[src/rtl/alarm_controller_if.sv]
// Signal bundle between the time-of-day/button front end and the alarm controller.
// The controller takes the slave side; the front end or testbench takes the master side.
interface alarm_controller_if;
   logic [3:0] t_min;
   logic [3:0] t_minten;
   logic [3:0] t_hour;
   logic [3:0] t_hourten;
   logic       alarm_en;
   logic       set_mode;
   logic       inc_hour;
   logic       inc_min;
   logic       snooze;
   logic       stop;
   logic [3:0] al_min;
   logic [3:0] al_minten;
   logic [3:0] al_hour;
   logic [3:0] al_hourten;
   logic       ringing;
   logic       snoozing;
   logic       buzzer;

   modport master (
      output t_min, t_minten, t_hour, t_hourten,
      output alarm_en, set_mode, inc_hour, inc_min, snooze, stop,
      input  al_min, al_minten, al_hour, al_hourten,
      input  ringing, snoozing, buzzer
   );

   modport slave (
      input  t_min, t_minten, t_hour, t_hourten,
      input  alarm_en, set_mode, inc_hour, inc_min, snooze, stop,
      output al_min, al_minten, al_hour, al_hourten,
      output ringing, snoozing, buzzer
   );
endinterface

[src/rtl/alarm_controller.sv]
// Alarm setpoint, time-match detection, ring/snooze state machine and buzzer tone
// generator, fed by the 12-hour BCD time-of-day counter.
module alarm_controller #(
   parameter int TONE_DIV   = 25000,
   parameter int RING_MIN   = 5,
   parameter int SNOOZE_MIN = 9
) (
   input  logic               clk,
   input  logic               rst_n,
   alarm_controller_if.slave  bus
);

   localparam int RW = (RING_MIN   > 1) ? $clog2(RING_MIN)   : 1;
   localparam int SW = (SNOOZE_MIN > 1) ? $clog2(SNOOZE_MIN) : 1;
   localparam int TW = (TONE_DIV   > 1) ? $clog2(TONE_DIV)   : 1;
   localparam logic [RW-1:0] RING_LAST   = RW'(RING_MIN - 1);
   localparam logic [SW-1:0] SNOOZE_LAST = SW'(SNOOZE_MIN - 1);
   localparam logic [TW-1:0] TONE_LAST   = TW'(TONE_DIV - 1);

   typedef enum logic [1:0] {
      IDLE   = 2'd0,
      RING   = 2'd1,
      SNOOZE = 2'd2
   } state_t;

   state_t        state;
   logic [15:0]   r1, r2, s;
   logic          min_evt;
   logic          match;
   logic [3:0]    al_min, al_minten, al_hour, al_hourten;
   logic [15:0]   setpoint;
   logic [RW-1:0] ring_cnt;
   logic [SW-1:0] snz_cnt;
   logic [TW-1:0] tone_cnt;
   logic          ringing_q, snoozing_q, buzzer_q;

   assign setpoint = {al_hourten, al_hour, al_minten, al_min};

   // Time digits come from an unrelated slow domain: accept a value only once it has
   // been seen unchanged on two consecutive samples.
   always_ff @(posedge clk or negedge rst_n) begin
      if (!rst_n) begin
         r1 <= 16'h0000;
         r2 <= 16'h0000;
         s  <= 16'h0000;
      end else begin
         // NOTE: non-blocking so r2 takes the old r1; blocking would collapse the pipeline.
         r1 <= {bus.t_hourten, bus.t_hour, bus.t_minten, bus.t_min};
         r2 <= r1;
         if (min_evt) s <= r2;
      end
   end

   // NOTE: min_evt is combinational so match compares the value S is loading this cycle.
   assign min_evt = (r1 == r2) && (r2 != s);
   assign match   = min_evt && (r2 == setpoint) && bus.alarm_en && !bus.set_mode;

   always_ff @(posedge clk or negedge rst_n) begin
      if (!rst_n) begin
         al_hourten <= 4'd0;
         al_hour    <= 4'd6;
         al_minten  <= 4'd0;
         al_min     <= 4'd0;
      end else if (bus.set_mode) begin
         if (bus.inc_hour) begin
            if (al_hourten == 4'd1 && al_hour == 4'd2) begin
               al_hourten <= 4'd0;
               al_hour    <= 4'd1;
            end else if (al_hour == 4'd9) begin
               al_hourten <= 4'd1;
               al_hour    <= 4'd0;
            end else begin
               al_hour <= al_hour + 4'd1;
            end
         end
         // Minute wraps 59 -> 00 without touching the hour.
         if (bus.inc_min) begin
            if (al_min == 4'd9) begin
               al_min    <= 4'd0;
               al_minten <= (al_minten == 4'd5) ? 4'd0 : al_minten + 4'd1;
            end else begin
               al_min <= al_min + 4'd1;
            end
         end
      end
   end

   always_ff @(posedge clk or negedge rst_n) begin
      if (!rst_n) begin
         state      <= IDLE;
         ring_cnt   <= '0;
         snz_cnt    <= '0;
         tone_cnt   <= '0;
         ringing_q  <= 1'b0;
         snoozing_q <= 1'b0;
         buzzer_q   <= 1'b0;
      end else begin
         case (state)
            IDLE: begin
               buzzer_q <= 1'b0;
               if (match) begin
                  state     <= RING;
                  ringing_q <= 1'b1;
                  ring_cnt  <= '0;
                  tone_cnt  <= '0;
               end
            end
            RING: begin
               if (!bus.alarm_en || bus.set_mode || bus.stop) begin
                  state     <= IDLE;
                  ringing_q <= 1'b0;
                  buzzer_q  <= 1'b0;
               end else if (bus.snooze) begin
                  state      <= SNOOZE;
                  ringing_q  <= 1'b0;
                  snoozing_q <= 1'b1;
                  snz_cnt    <= '0;
                  buzzer_q   <= 1'b0;
               end else if (min_evt && ring_cnt == RING_LAST) begin
                  state     <= IDLE;
                  ringing_q <= 1'b0;
                  buzzer_q  <= 1'b0;
               end else begin
                  if (min_evt) ring_cnt <= ring_cnt + 1'b1;
                  if (tone_cnt == TONE_LAST) begin
                     tone_cnt <= '0;
                     buzzer_q <= ~buzzer_q;
                  end else begin
                     tone_cnt <= tone_cnt + 1'b1;
                  end
               end
            end
            SNOOZE: begin
               buzzer_q <= 1'b0;
               if (!bus.alarm_en || bus.set_mode || bus.stop) begin
                  state      <= IDLE;
                  snoozing_q <= 1'b0;
               end else if (min_evt) begin
                  if (snz_cnt == SNOOZE_LAST) begin
                     state      <= RING;
                     snoozing_q <= 1'b0;
                     ringing_q  <= 1'b1;
                     ring_cnt   <= '0;
                     tone_cnt   <= '0;
                  end else begin
                     snz_cnt <= snz_cnt + 1'b1;
                  end
               end
            end
            default: begin
               state      <= IDLE;
               ringing_q  <= 1'b0;
               snoozing_q <= 1'b0;
               buzzer_q   <= 1'b0;
            end
         endcase
      end
   end

   assign bus.al_min     = al_min;
   assign bus.al_minten  = al_minten;
   assign bus.al_hour    = al_hour;
   assign bus.al_hourten = al_hourten;
   assign bus.ringing    = ringing_q;
   assign bus.snoozing   = snoozing_q;
   assign bus.buzzer     = buzzer_q;

endmodule

[src/flat_wrapper.sv]
// flat-port wrapper written by rule: the top's interface ports become plain ports
module alarm_controller_flat 
#(
   parameter int TONE_DIV   = 25000,
   parameter int RING_MIN   = 5,
   parameter int SNOOZE_MIN = 9
)
  (clk, rst_n, bus_t_min, bus_t_minten, bus_t_hour, bus_t_hourten, bus_alarm_en, bus_set_mode, bus_inc_hour, bus_inc_min, bus_snooze, bus_stop, bus_al_min, bus_al_minten, bus_al_hour, bus_al_hourten, bus_ringing, bus_snoozing, bus_buzzer);
  alarm_controller_if bus_i ();
  input  logic clk;
  input  logic rst_n;
  input wire logic [$bits(bus_i.t_min)-1:0] bus_t_min;
  input wire logic [$bits(bus_i.t_minten)-1:0] bus_t_minten;
  input wire logic [$bits(bus_i.t_hour)-1:0] bus_t_hour;
  input wire logic [$bits(bus_i.t_hourten)-1:0] bus_t_hourten;
  input wire logic [$bits(bus_i.alarm_en)-1:0] bus_alarm_en;
  input wire logic [$bits(bus_i.set_mode)-1:0] bus_set_mode;
  input wire logic [$bits(bus_i.inc_hour)-1:0] bus_inc_hour;
  input wire logic [$bits(bus_i.inc_min)-1:0] bus_inc_min;
  input wire logic [$bits(bus_i.snooze)-1:0] bus_snooze;
  input wire logic [$bits(bus_i.stop)-1:0] bus_stop;
  output wire logic [$bits(bus_i.al_min)-1:0] bus_al_min;
  output wire logic [$bits(bus_i.al_minten)-1:0] bus_al_minten;
  output wire logic [$bits(bus_i.al_hour)-1:0] bus_al_hour;
  output wire logic [$bits(bus_i.al_hourten)-1:0] bus_al_hourten;
  output wire logic [$bits(bus_i.ringing)-1:0] bus_ringing;
  output wire logic [$bits(bus_i.snoozing)-1:0] bus_snoozing;
  output wire logic [$bits(bus_i.buzzer)-1:0] bus_buzzer;
  assign bus_i.t_min = bus_t_min;
  assign bus_i.t_minten = bus_t_minten;
  assign bus_i.t_hour = bus_t_hour;
  assign bus_i.t_hourten = bus_t_hourten;
  assign bus_i.alarm_en = bus_alarm_en;
  assign bus_i.set_mode = bus_set_mode;
  assign bus_i.inc_hour = bus_inc_hour;
  assign bus_i.inc_min = bus_inc_min;
  assign bus_i.snooze = bus_snooze;
  assign bus_i.stop = bus_stop;
  assign bus_al_min = bus_i.al_min;
  assign bus_al_minten = bus_i.al_minten;
  assign bus_al_hour = bus_i.al_hour;
  assign bus_al_hourten = bus_i.al_hourten;
  assign bus_ringing = bus_i.ringing;
  assign bus_snoozing = bus_i.snoozing;
  assign bus_buzzer = bus_i.buzzer;
  alarm_controller #(.TONE_DIV(TONE_DIV), .RING_MIN(RING_MIN), .SNOOZE_MIN(SNOOZE_MIN)) u_core (.clk(clk), .rst_n(rst_n), .bus(bus_i));
endmodule
[config.mk]
export PLATFORM = sky130hd
export DESIGN_NAME = alarm_controller_flat
export DESIGN_NICKNAME = d
export VERILOG_FILES = /design/src/rtl/alarm_controller_if.sv /design/src/rtl/alarm_controller.sv /design/src/flat_wrapper.sv
export SDC_FILE = /design/constraint.sdc
export NUM_CORES = 1
export LEC_CHECK = 0
export ABC_AREA = 1
export CORE_UTILIZATION = 40
export DETAILED_ROUTE_END_ITERATION = 8
export HOLD_SLACK_MARGIN = 0.05
export PLACE_DENSITY = 0.67
export SKIP_CTS_REPAIR_TIMING = 1
export SLEW_MARGIN = 25
export SYNTH_ARGS = -nofsm -noshare
export SYNTH_HDL_FRONTEND = slang
export SYNTH_SLANG_ARGS = --single-unit
[constraint.sdc]
create_clock -name clk -period 1.6 [get_ports clk]
set_clock_uncertainty 0.1 [all_clocks]
set_input_delay 0.24 -clock clk [delete_from_list [all_inputs] [get_ports clk]]
set_output_delay 0.24 -clock clk [all_outputs]
set_load 0.005 [all_outputs]
==> impl_metrics.env, run 1 <==
export IMPL_outcome="finished with violations"
export IMPL_violations="setup timing"
export IMPL_finalNonFillerCells=931
export IMPL_path_class="register to register"
export IMPL_dp_hpwl_um=8768
export IMPL_drc_errors=0
export IMPL_first_global_vias=4284
export IMPL_num_vias=4620
export IMPL_antenna_left=0
export IMPL_fillers=907
export IMPL_fmax_mhz=473.7
export IMPL_ir_worst_vdd_mv=0.7218
export IMPL_grtUsageTotal_pct=20.86
export IMPL_synth_seq_cells=88
export IMPL_min_from="bus_t_minten[3]"
export IMPL_hold_depth=1
export IMPL_total_power_mw=7.738
export IMPL_worst_r2r_path_depth=13
export IMPL_ys_dominant_reg_cell="dfrtp_1"
export IMPL_start_util_pct=41.92
export IMPL_routed_wl_um=12670
export IMPL_setup_viol=46
export IMPL_vias_per_cell=4.962
export IMPL_drv_cap=0
export IMPL_clock_latency_ns=0.34
export IMPL_hold_end="u_core.r1[7]"
export IMPL_fp_row_count=38
export IMPL_cp_required_ns=1.78
export IMPL_period_share_pct=131.9
export IMPL_fin_nets=815
export IMPL_hold_ws_ns=0.2360
export IMPL_core_sq_um=11080
export IMPL_cts_reportedPaths_clkPinSlew_ns=0.07
export IMPL_post_route_min_period_ns=2.111
export IMPL_dieWidth_um=109.8
export IMPL_synth_area_sq_um=4644
export IMPL_cts_tree="built"
export IMPL_hold_class="input port to register"
export IMPL_drv_slew=0
export IMPL_cts_sinks=88
export IMPL_r2r_end="u_core.tone_cnt[11]"
export IMPL_io_buffers=39
export IMPL_die_area_sq_um=12050
export IMPL_crit_path_max_fanout=6
export IMPL_drt_iter0_drc=262
export IMPL_fin_ws_ns=-0.5109
export IMPL_num_antenna_cells=0
export IMPL_hold_viol=0
export IMPL_async_reset_ff_share_pct=100.0
export IMPL_synth_cell_types=31
export IMPL_p_per_area_nw_per_um2=1122
export IMPL_antenna_found_initial=0
export IMPL_grt_pass1_wl_um=19490
export IMPL_grt_max_degree=33
export IMPL_place_congestion=0.9135
export IMPL_rsz0062_at_grt="true"
export IMPL_ys_warn_count=0
export IMPL_leakage_nw=3.439
export IMPL_dp_cells=893
export IMPL_gr_total_overflow=0
export IMPL_crit_arrival_ns=2.29
export IMPL_synth_edff_count=0
export IMPL_routedWlPerCell_um=13.60
export IMPL_num_io_pins=43
export IMPL_syn_inst=612
export IMPL_worstReg2RegStart="u_core.r2[2]"
export IMPL_first_pass_iters=5
export IMPL_cts_buffers=9
export IMPL_critPathCaptureType="register"
export IMPL_drive_gt1_share_pct=31.23
export IMPL_yosysSeqAreaShare_pct=47.47
export IMPL_syn_to_final_growth_pct=48.44
export IMPL_ff2ff_setup_slack_ns=-0.51
export IMPL_cp_start_kind="register"
export IMPL_die_height_um=109.8
export IMPL_htree_levels=3
export IMPL_avgSynthCellArea_sq_um=7.589
export IMPL_cts_root_buf="clkbuf_16"
export IMPL_cts_max_path_buffers=2
## critical path: stages, from the launching register on
cell	delay [ns]
dfrtp_2	0.44
xnor2_1	0.18
nand2_1	0.08
nor2_2	0.13
nand2_2	0.09
nor2_4	0.16
nand2_4	0.09
nand2_4	0.08
nand3_4	0.09
nor2_8	0.20
buf_6	0.15
clkbuf_16	0.15
nand3_2	0.06
nand2_1	0.07
## synth_stat cells (2+ instances only)
library cell	instances	area, sq um
a21oi_1	3	15.01
a31oi_1	2	12.51
buf_2	2	10.01
buf_4	3	22.52
buf_6	3	33.78
clkbuf_1	3	11.26
clkinv_1	2	7.510
dfrtp_1	86	2152
dfstp_2	2	52.55
ha_1	5	62.56
inv_1	73	274.0
inv_2	19	71.32
nand2_1	206	773.2
nand2_4	3	33.78
nand3_1	40	200.2
nand4_1	7	43.79
nor2_1	59	221.5
nor3_1	16	80.08
nor4_1	11	68.82
o21ai_0	22	110.1
o21ai_1	5	25.02
o22ai_1	2	12.51
or2_2	2	12.51
xnor2_1	14	122.6
xor2_1	16	140.1
## cell families after synthesis
family	count (synthesis)	synth area share (%)
AND/OR/NAND/NOR	349	32.41
buffers and inverters	105	9.267
flip-flops	88	47.47
AO/OA/AOI/OAI	34	3.771
XOR/XNOR	30	5.657
adder cells (fa/ha/maj)	5	1.347
other	1	0.08074
## cell type report
class	count	area, sq um	area share [%]
tap	140	175.2	2.541
clock inverter	5	41.29	0.5989
multi-input combinational	421	2326	33.74
inverter	94	355.3	5.154
sequential	88	2207	32.01
timing repair buffer	172	1546	22.43
clock buffer	11	242.7	3.521
## routing by layer
| metal | track usage, % | vias up | part of all wire, % | routed length, um |
|---|---|---|---|---|
| met5 | 0 | - | 0 | 0 |
| met4 | 7.143 | 0 | 2.2 | 280 |
| met3 | 3.260 | 32 | 4.8 | 604 |
| met2 | 34.77 | 134 | 50 | 6304 |
| met1 | 27.55 | 2214 | 43 | 5476 |
| li1 | - | 2240 | - | - |
## how the worst max path moves through the flow
stage	start	to	slack (ns)	cells after the start
3_3_place_gp	bus_set_mode	u_core.tone_cnt[5]	-0.51	15
5_1_grt	u_core.r2[8]	u_core.tone_cnt[11]	-0.60	13
4_1_cts	u_core.r2[11]	u_core.tone_cnt[12]	-0.51	12
6_report	u_core.r2[2]	u_core.tone_cnt[11]	-0.51	13
2_1_floorplan	u_core.bus.al_hour[1]	u_core.tone_cnt[0]	-0.20	16
3_5_place_dp	bus_set_mode	u_core.tone_cnt[12]	-0.54	15
## layout by cell type, fill, tap and decap left out, types with 17 or more instances in the layout
cell type and count:
buf_4 116, clkdlybuf4s50_1 25, dfrtp_1 84, inv_1 68
inv_2 23, nand2_1 190, nand3_1 22, nand3_2 17
nor2_1 45, o21ai_0 22
## through the flow
step	util, %	setup WS (ns)	area [sq um]	TNS, ns
finish	62.23	-0.5109	6894	-17.03
global route	62.23	-0.5986	6894	-22.21
CTS	57.28	-0.5086	6346	-18.80
detailed placement	54.72	-0.5396	6062	-18.64
global placement	54.72	-0.5081	6062	-16.66
floorplan	-	-0.2049	4706	-3.140
## power by group
group,internal [mW],leakage [nW],switching [mW],total (mW)
clock,1.11,0.132,0.889,2.00
sequential,2.52,1.12,0.258,2.78
combinational,1.57,2.19,1.39,2.96
## state kept, by name (all words and copies together) (netlist names)
| name | flops |
|---|---|
| u_core.r1 | 16 |
| u_core.r2 | 16 |
| u_core.s | 16 |
| u_core.tone_cnt | 15 |
| u_core.bus.al_hour | 4 |
| u_core.bus.al_min | 4 |
| u_core.bus.al_minten | 4 |
| u_core.snz_cnt | 4 |
| u_core.ring_cnt | 3 |
| u_core.state | 2 |
| u_core.bus.al_hourten | 1 |
| u_core.bus.buzzer | 1 |
| u_core.bus.ringing | 1 |
| u_core.bus.snoozing | 1 |
Note: power is estimated with default switching activity, not from simulation.
==> run 2: changes to the inputs <==
CORE_MARGIN = 2   (was default)
==> run 2 against run 1 <==
The flow still finishes with violations (setup timing). Clock power about the same. Via count down 5.0%. Global-route usage down 2.1 points. Hold slack worse by 0.034 ns. Critical endpoint is now u_core.tone_cnt[6]. Highest routed layer unchanged.
==> impl_metrics.env, run 2 (synthesis results as in run 1) <==
export IMPL_dp_hpwl_um=8229
export IMPL_drive_gt1_share_pct=27.38
export IMPL_seq_power_share_pct=37.0
export IMPL_first_pass_iters=5
export IMPL_path_class="register to register"
export IMPL_num_vias=4389
export IMPL_grt_max_degree=35
export IMPL_post_route_min_period_ns=2.061
export IMPL_cts_tree="built"
export IMPL_drt_iter0_drc=301
export IMPL_die_area_sq_um=12490
export IMPL_outcome="finished with violations"
export IMPL_io_buffers=39
export IMPL_drv_cap=0
export IMPL_hold_ws_ns=0.2022
export IMPL_intPower_mw=5.153
export IMPL_place_congestion=0.9012
export IMPL_setup_viol=43
export IMPL_ir_worst_vdd_mv=0.9218
export IMPL_dieWidth_um=111.8
export IMPL_antenna_left=0
export IMPL_worstReg2RegStart="u_core.r2[9]"
export IMPL_p_per_area_nw_per_um2=1130
export IMPL_cp_start_kind="register"
export IMPL_cts_sinks=88
export IMPL_pwr_share_clk_pct=26.7
export IMPL_cp_required_ns=1.78
export IMPL_num_antenna_cells=0
export IMPL_cp_num_cells=12
export IMPL_fin_nets=791
export IMPL_total_power_mw=7.535
export IMPL_antenna_found_initial=0
export IMPL_hold_viol=0
export IMPL_crit_start="u_core.r2[9]"
export IMPL_vias_per_cell=4.823
export IMPL_drv_slew=0
export IMPL_critPathCaptureType="register"
export IMPL_syn_to_final_growth_pct=43.59
export IMPL_gr_total_overflow=0
export IMPL_min_from="bus_set_mode"
export IMPL_path_buf_inv=1
export IMPL_place_ws_ns=-0.5707
export IMPL_p_sw_share_pct=31.61
export IMPL_cpMaxStageDelayCell="dfrtp_1"
export IMPL_critPathMaxStageDelay_ns=0.42
export IMPL_crit_chain="xnor2_1 -> nand2_1 -> nor2_2 -> nand2_2 -> nor2_4 -> nand2_4 -> nand2_4 -> nand3_4 -> nor2_8 -> clkbuf_16 -> nand3_2 -> nand2_1"
export IMPL_layout_common_cells="nand2_1, buf_4, dfrtp_1"
export IMPL_core_sq_um=11370
export IMPL_mostFrequentLayoutCell="nand2_1"
export IMPL_cts_buffers=9
export IMPL_cp_top_family="simple AND/OR/NAND/NOR gates"
export IMPL_violations="setup timing"
export IMPL_worst_r2r_path_depth=12
export IMPL_p_sw_mw=2.381
export IMPL_cts_max_path_buffers=2
export IMPL_largestRegisters="u_core.r1: 16 flops, u_core.r2: 16 flops, u_core.s: 16 flops"
export IMPL_routed_wl_um=11810
export IMPL_cts_root_buf="clkbuf_16"
export IMPL_grt_pass1_wl_um=19020
export IMPL_comb_power_share_pct=36.2
export IMPL_leakage_nw=3.363
export IMPL_start_util_pct=40.85
export IMPL_first_global_vias=4184
export IMPL_routedWlPerCell_um=12.98
export IMPL_fmax_mhz=485.1
export IMPL_period_share_pct=128.8
export IMPL_fp_row_count=39
export IMPL_rsz0062_at_grt="true"
export IMPL_num_io_pins=43
export IMPL_grtUsageTotal_pct=18.81
export IMPL_die_height_um=111.8
export IMPL_cts_reportedPaths_clkPinSlew_ns=0.06
export IMPL_crit_path_max_fanout=8
export IMPL_htree_levels=3
export IMPL_hold_class="input port to register"
export IMPL_hold_depth=4
export IMPL_fin_ws_ns=-0.4613
export IMPL_final_util_pct=58.66
export IMPL_clock_latency_ns=0.34
export IMPL_crit_arrival_ns=2.24
export IMPL_drc_errors=0
run 2: cell types whose count changed in the layout (fill, tap and decap cells not counted), moves of 3 or more:
| cell | before | now |
|---|---|---|
| nand3_1 | 22 | 25 |
| dlymetal6s2s_1 | 13 | 16 |
| o21ai_1 | 2 | 5 |
| buf_4 | 116 | 92 |
| nor2_2 | 11 | 7 |
| clkbuf_1 | 1 | 4 |
| nand3_2 | 17 | 14 |
| clkdlybuf4s50_1 | 25 | 22 |
| nor2_1 | 45 | 49 |
run 2: power groups by stage:
stage | clock network (mW) | registers [mW] | logic, mW
finish | 2.02 | 2.79 | 2.73
global route | 2.14 | 2.82 | 3.01
CTS | 2.06 | 2.78 | 2.31
detailed placement | 0 | 2.81 | 2.30
global placement | 0 | 2.80 | 2.24
floorplan | 0 | 2.85 | 0.964
run 2: worst paths after layout:
| kind | endpoint | slack (ns) |
|---|---|---|
| worst max-delay path | u_core.tone_cnt[6] | -0.46 |
| max in group asynchronous | u_core.bus.al_hour[2] | 0.60 |
| worst min register to register | u_core.r2[2] | 0.29 |
| worst min-delay path | u_core.bus.al_min[0] | 0.20 |
| worst max register to register | u_core.tone_cnt[6] | -0.46 |
| min in group asynchronous | u_core.r1[8] | 0.26 |
run 2: worst min-delay path, cell delays in order:
cell,delay [ns]
dlymetal6s2s_1,0.10
buf_4,0.13
a21oi_1,0.06
nor2_1,0.08
run 2: layout make-up:
cell class / instances / area (sq um)
inverters: 94 / 355.3
well taps: 143 / 178.9
flip-flops and latches: 88 / 2210
fillers: 1007 / 4701
multi-input cells: 423 / 2291
clock buffers: 16 / 281.5
repair buffers: 146 / 1353
run 2: through the flow:
| stage | area (sq um) | std cells | setup TNS (ns) |
|---|---|---|---|
| 3_3_place_gp | 5921 | 875 | -15.99 |
| 3_5_place_dp | 5921 | 875 | -18.60 |
| 2_1_floorplan | 4706 | 614 | -3.140 |
| 5_1_grt | 6669 | 910 | -20.66 |
| 4_1_cts | 6202 | 891 | -18.61 |
| 6_report | 6669 | 910 | -13.91 |
run 2: layer usage:
metal	share of wire, %	vias to the layer above	track usage, %
li1	-	2201	-
met1	45	2048	24.42
met2	49	121	31.15
met3	5.3	19	4.899
met4	1.5	0	5.432
met5	0	-	0
==> run 3: changes to the inputs <==
PLACE_DENSITY = 0.69   (was 0.67)
==> run 3 against run 2 <==
The flow still finishes with violations (setup timing). Final cell count is 0.22% higher. Routed wire length is 4.4% higher. First-iteration DRC count is 8.3% lower. Sequential share of layout area is 0.58 points lower. Die area stayed put. Combinational power is 2% higher. Clock-buffer cell count is 6 lower. Non-clock buffer count is 2 higher. Maximum frequency is 1.2% lower. Sequential power hardly changed. Via count is 0.55% higher. Critical path type unchanged.
==> impl_metrics.env, run 3 (synthesis results as in run 1) <==
export IMPL_outcome="finished with violations"
export IMPL_violations="setup timing"
export IMPL_die_area_sq_um=12490
export IMPL_critPathCaptureType="register"
export IMPL_cts_sinks=88
export IMPL_antenna_left=0
export IMPL_total_power_mw=7.919
export IMPL_cpMaxStageDelayCell="dfrtp_2"
export IMPL_rsz0062_at_grt="true"
export IMPL_num_vias=4413
export IMPL_drv_slew=0
export IMPL_grtUsageTotal_pct=19.11
export IMPL_num_antenna_cells=0
export IMPL_leakage_nw=3.396
export IMPL_dieWidth_um=111.8
export IMPL_finalNonFillerCells=912
export IMPL_path_class="register to register"
export IMPL_io_buffers=39
export IMPL_mostFrequentLayoutCell="nand2_1"
export IMPL_ir_worst_vdd_mv=0.8681
export IMPL_place_congestion=0.9166
export IMPL_hold_depth=4
export IMPL_antenna_found_initial=0
export IMPL_start_util_pct=40.85
export IMPL_drc_errors=0
export IMPL_htree_levels=3
export IMPL_syn_to_final_growth_pct=46.42
export IMPL_cts_reportedPaths_clkPinSlew_ns=0.07
export IMPL_gr_total_overflow=0
export IMPL_crit_chain="xnor2_2 -> nand2_1 -> nor2_2 -> nand2_2 -> nor2_4 -> buf_4 -> nand4_1 -> nand2_2 -> inv_4 -> buf_12 -> nand3_2 -> nand2_1"
export IMPL_cp_start_kind="register"
export IMPL_first_pass_iters=4
export IMPL_fin_nets=793
export IMPL_layout_common_cells="nand2_1, buf_4, dfrtp_1"
export IMPL_grt_pass1_wl_um=19300
export IMPL_drv_cap=0
export IMPL_drive_gt1_share_pct=29.78
export IMPL_num_io_pins=43
export IMPL_cts_max_path_buffers=2
export IMPL_fp_row_count=39
export IMPL_period_share_pct=130.4
export IMPL_cp_required_ns=1.73
export IMPL_die_height_um=111.8
export IMPL_grt_max_degree=37
export IMPL_tightestPinTransition_ns=0.5506
export IMPL_vias_per_cell=4.839
export IMPL_dp_hpwl_um=8364
export IMPL_dp_cells=872
export IMPL_fmax_mhz=479.5
export IMPL_routed_wl_um=12330
export IMPL_critPathMaxStageDelay_ns=0.46
export IMPL_post_route_min_period_ns=2.086
export IMPL_setup_viol=45
export IMPL_cts_root_buf="clkbuf_16"
export IMPL_worst_r2r_path_depth=12
export IMPL_hold_viol=0
export IMPL_core_sq_um=11370
export IMPL_max_slew_margin_pct=62.96
export IMPL_cts_tree="built"
export IMPL_crit_path_max_fanout=15
export IMPL_cts_buffers=9
export IMPL_crit_arrival_ns=2.22
export IMPL_fin_ws_ns=-0.4856
export IMPL_routedWlPerCell_um=13.52
export IMPL_drt_iter0_drc=276
export IMPL_p_per_area_nw_per_um2=1164
export IMPL_clock_latency_ns=0.35
export IMPL_hold_class="input port to register"
export IMPL_first_global_vias=4116
export IMPL_largestRegisters="u_core.r1: 16 flops, u_core.r2: 16 flops, u_core.s: 16 flops"
run 3: cell count changes in the layout (fill, tap and decap cells not counted), sizes merged:
cell,before,now
buf,105,107
dlymetal6s2s,16,15
inv,92,94
bufinv,0,2
clkdlybuf4s50,22,23
clkinvlp,0,1
clkbuf,18,12
clkinv,2,3
run 3: area by class of cell:
cell class                 count  area, sq um
fill                         945         4569
multi-input combinational    423         2347
sequential                    88         2213
timing repair buffer         148         1376
inverter                      94        355.3
clock buffer                  10        239.0
tap                          143        178.9
clock inverter                 6        90.09
run 3: worst paths after layout:
| path | to | from | slack (ns) |
|---|---|---|---|
| min in group asynchronous | u_core.bus.al_hour[0] | rst_n | 0.24 |
| worst min register to register | u_core.r2[15] | u_core.r1[15] | 0.30 |
| max in group asynchronous | u_core.r2[8] | rst_n | 0.65 |
| worst max-delay path | u_core.tone_cnt[6] | u_core.r2[8] | -0.49 |
| worst max register to register | u_core.tone_cnt[6] | u_core.r2[8] | -0.49 |
| worst min-delay path | u_core.bus.al_min[0] | bus_set_mode | 0.19 |
run 3: power breakdown:
| group | leakage [nW] | total, mW | internal [mW] | switching [mW] |
|---|---|---|---|---|
| clock network | 0.159 | 2.33 | 1.42 | 0.914 |
| registers | 1.11 | 2.79 | 2.53 | 0.263 |
| logic | 2.13 | 2.79 | 1.46 | 1.33 |
| total | 3.40 | 7.92 | 5.41 | 2.51 |
run 3: critical path, delay by kind of cell (launching register included):
family,cells,cell delay (ns)
xor gates and xnor gates,1,0.15
buffers and inverters,3,0.39
DFF,1,0.46
and+or+nand+nor,8,0.89
run 3: stage by stage:
stage	hold WS (ns)	utilization [%]	setup TNS [ns]	setup slack, ns	cell area, sq um
floorplan	-0.1556	-	-3.140	-0.2049	4706
global placement	0.04861	51.88	-15.57	-0.4888	5898
detailed placement	0.05478	51.88	-17.40	-0.5237	5898
CTS	-0.3145	54.77	-16.83	-0.4650	6227
global route	0.2396	59.81	-22.44	-0.6216	6800
finish	0.1938	59.81	-16.63	-0.4856	6800
run 3: metal layers:
metal	global-route usage (%)	wire (um)	vias to the layer above
met4	6.914	246	0
met5	0	0	-
li1	-	-	2198
met1	25.45	5356	2076
met2	32.00	6157	118
met3	2.613	571	21
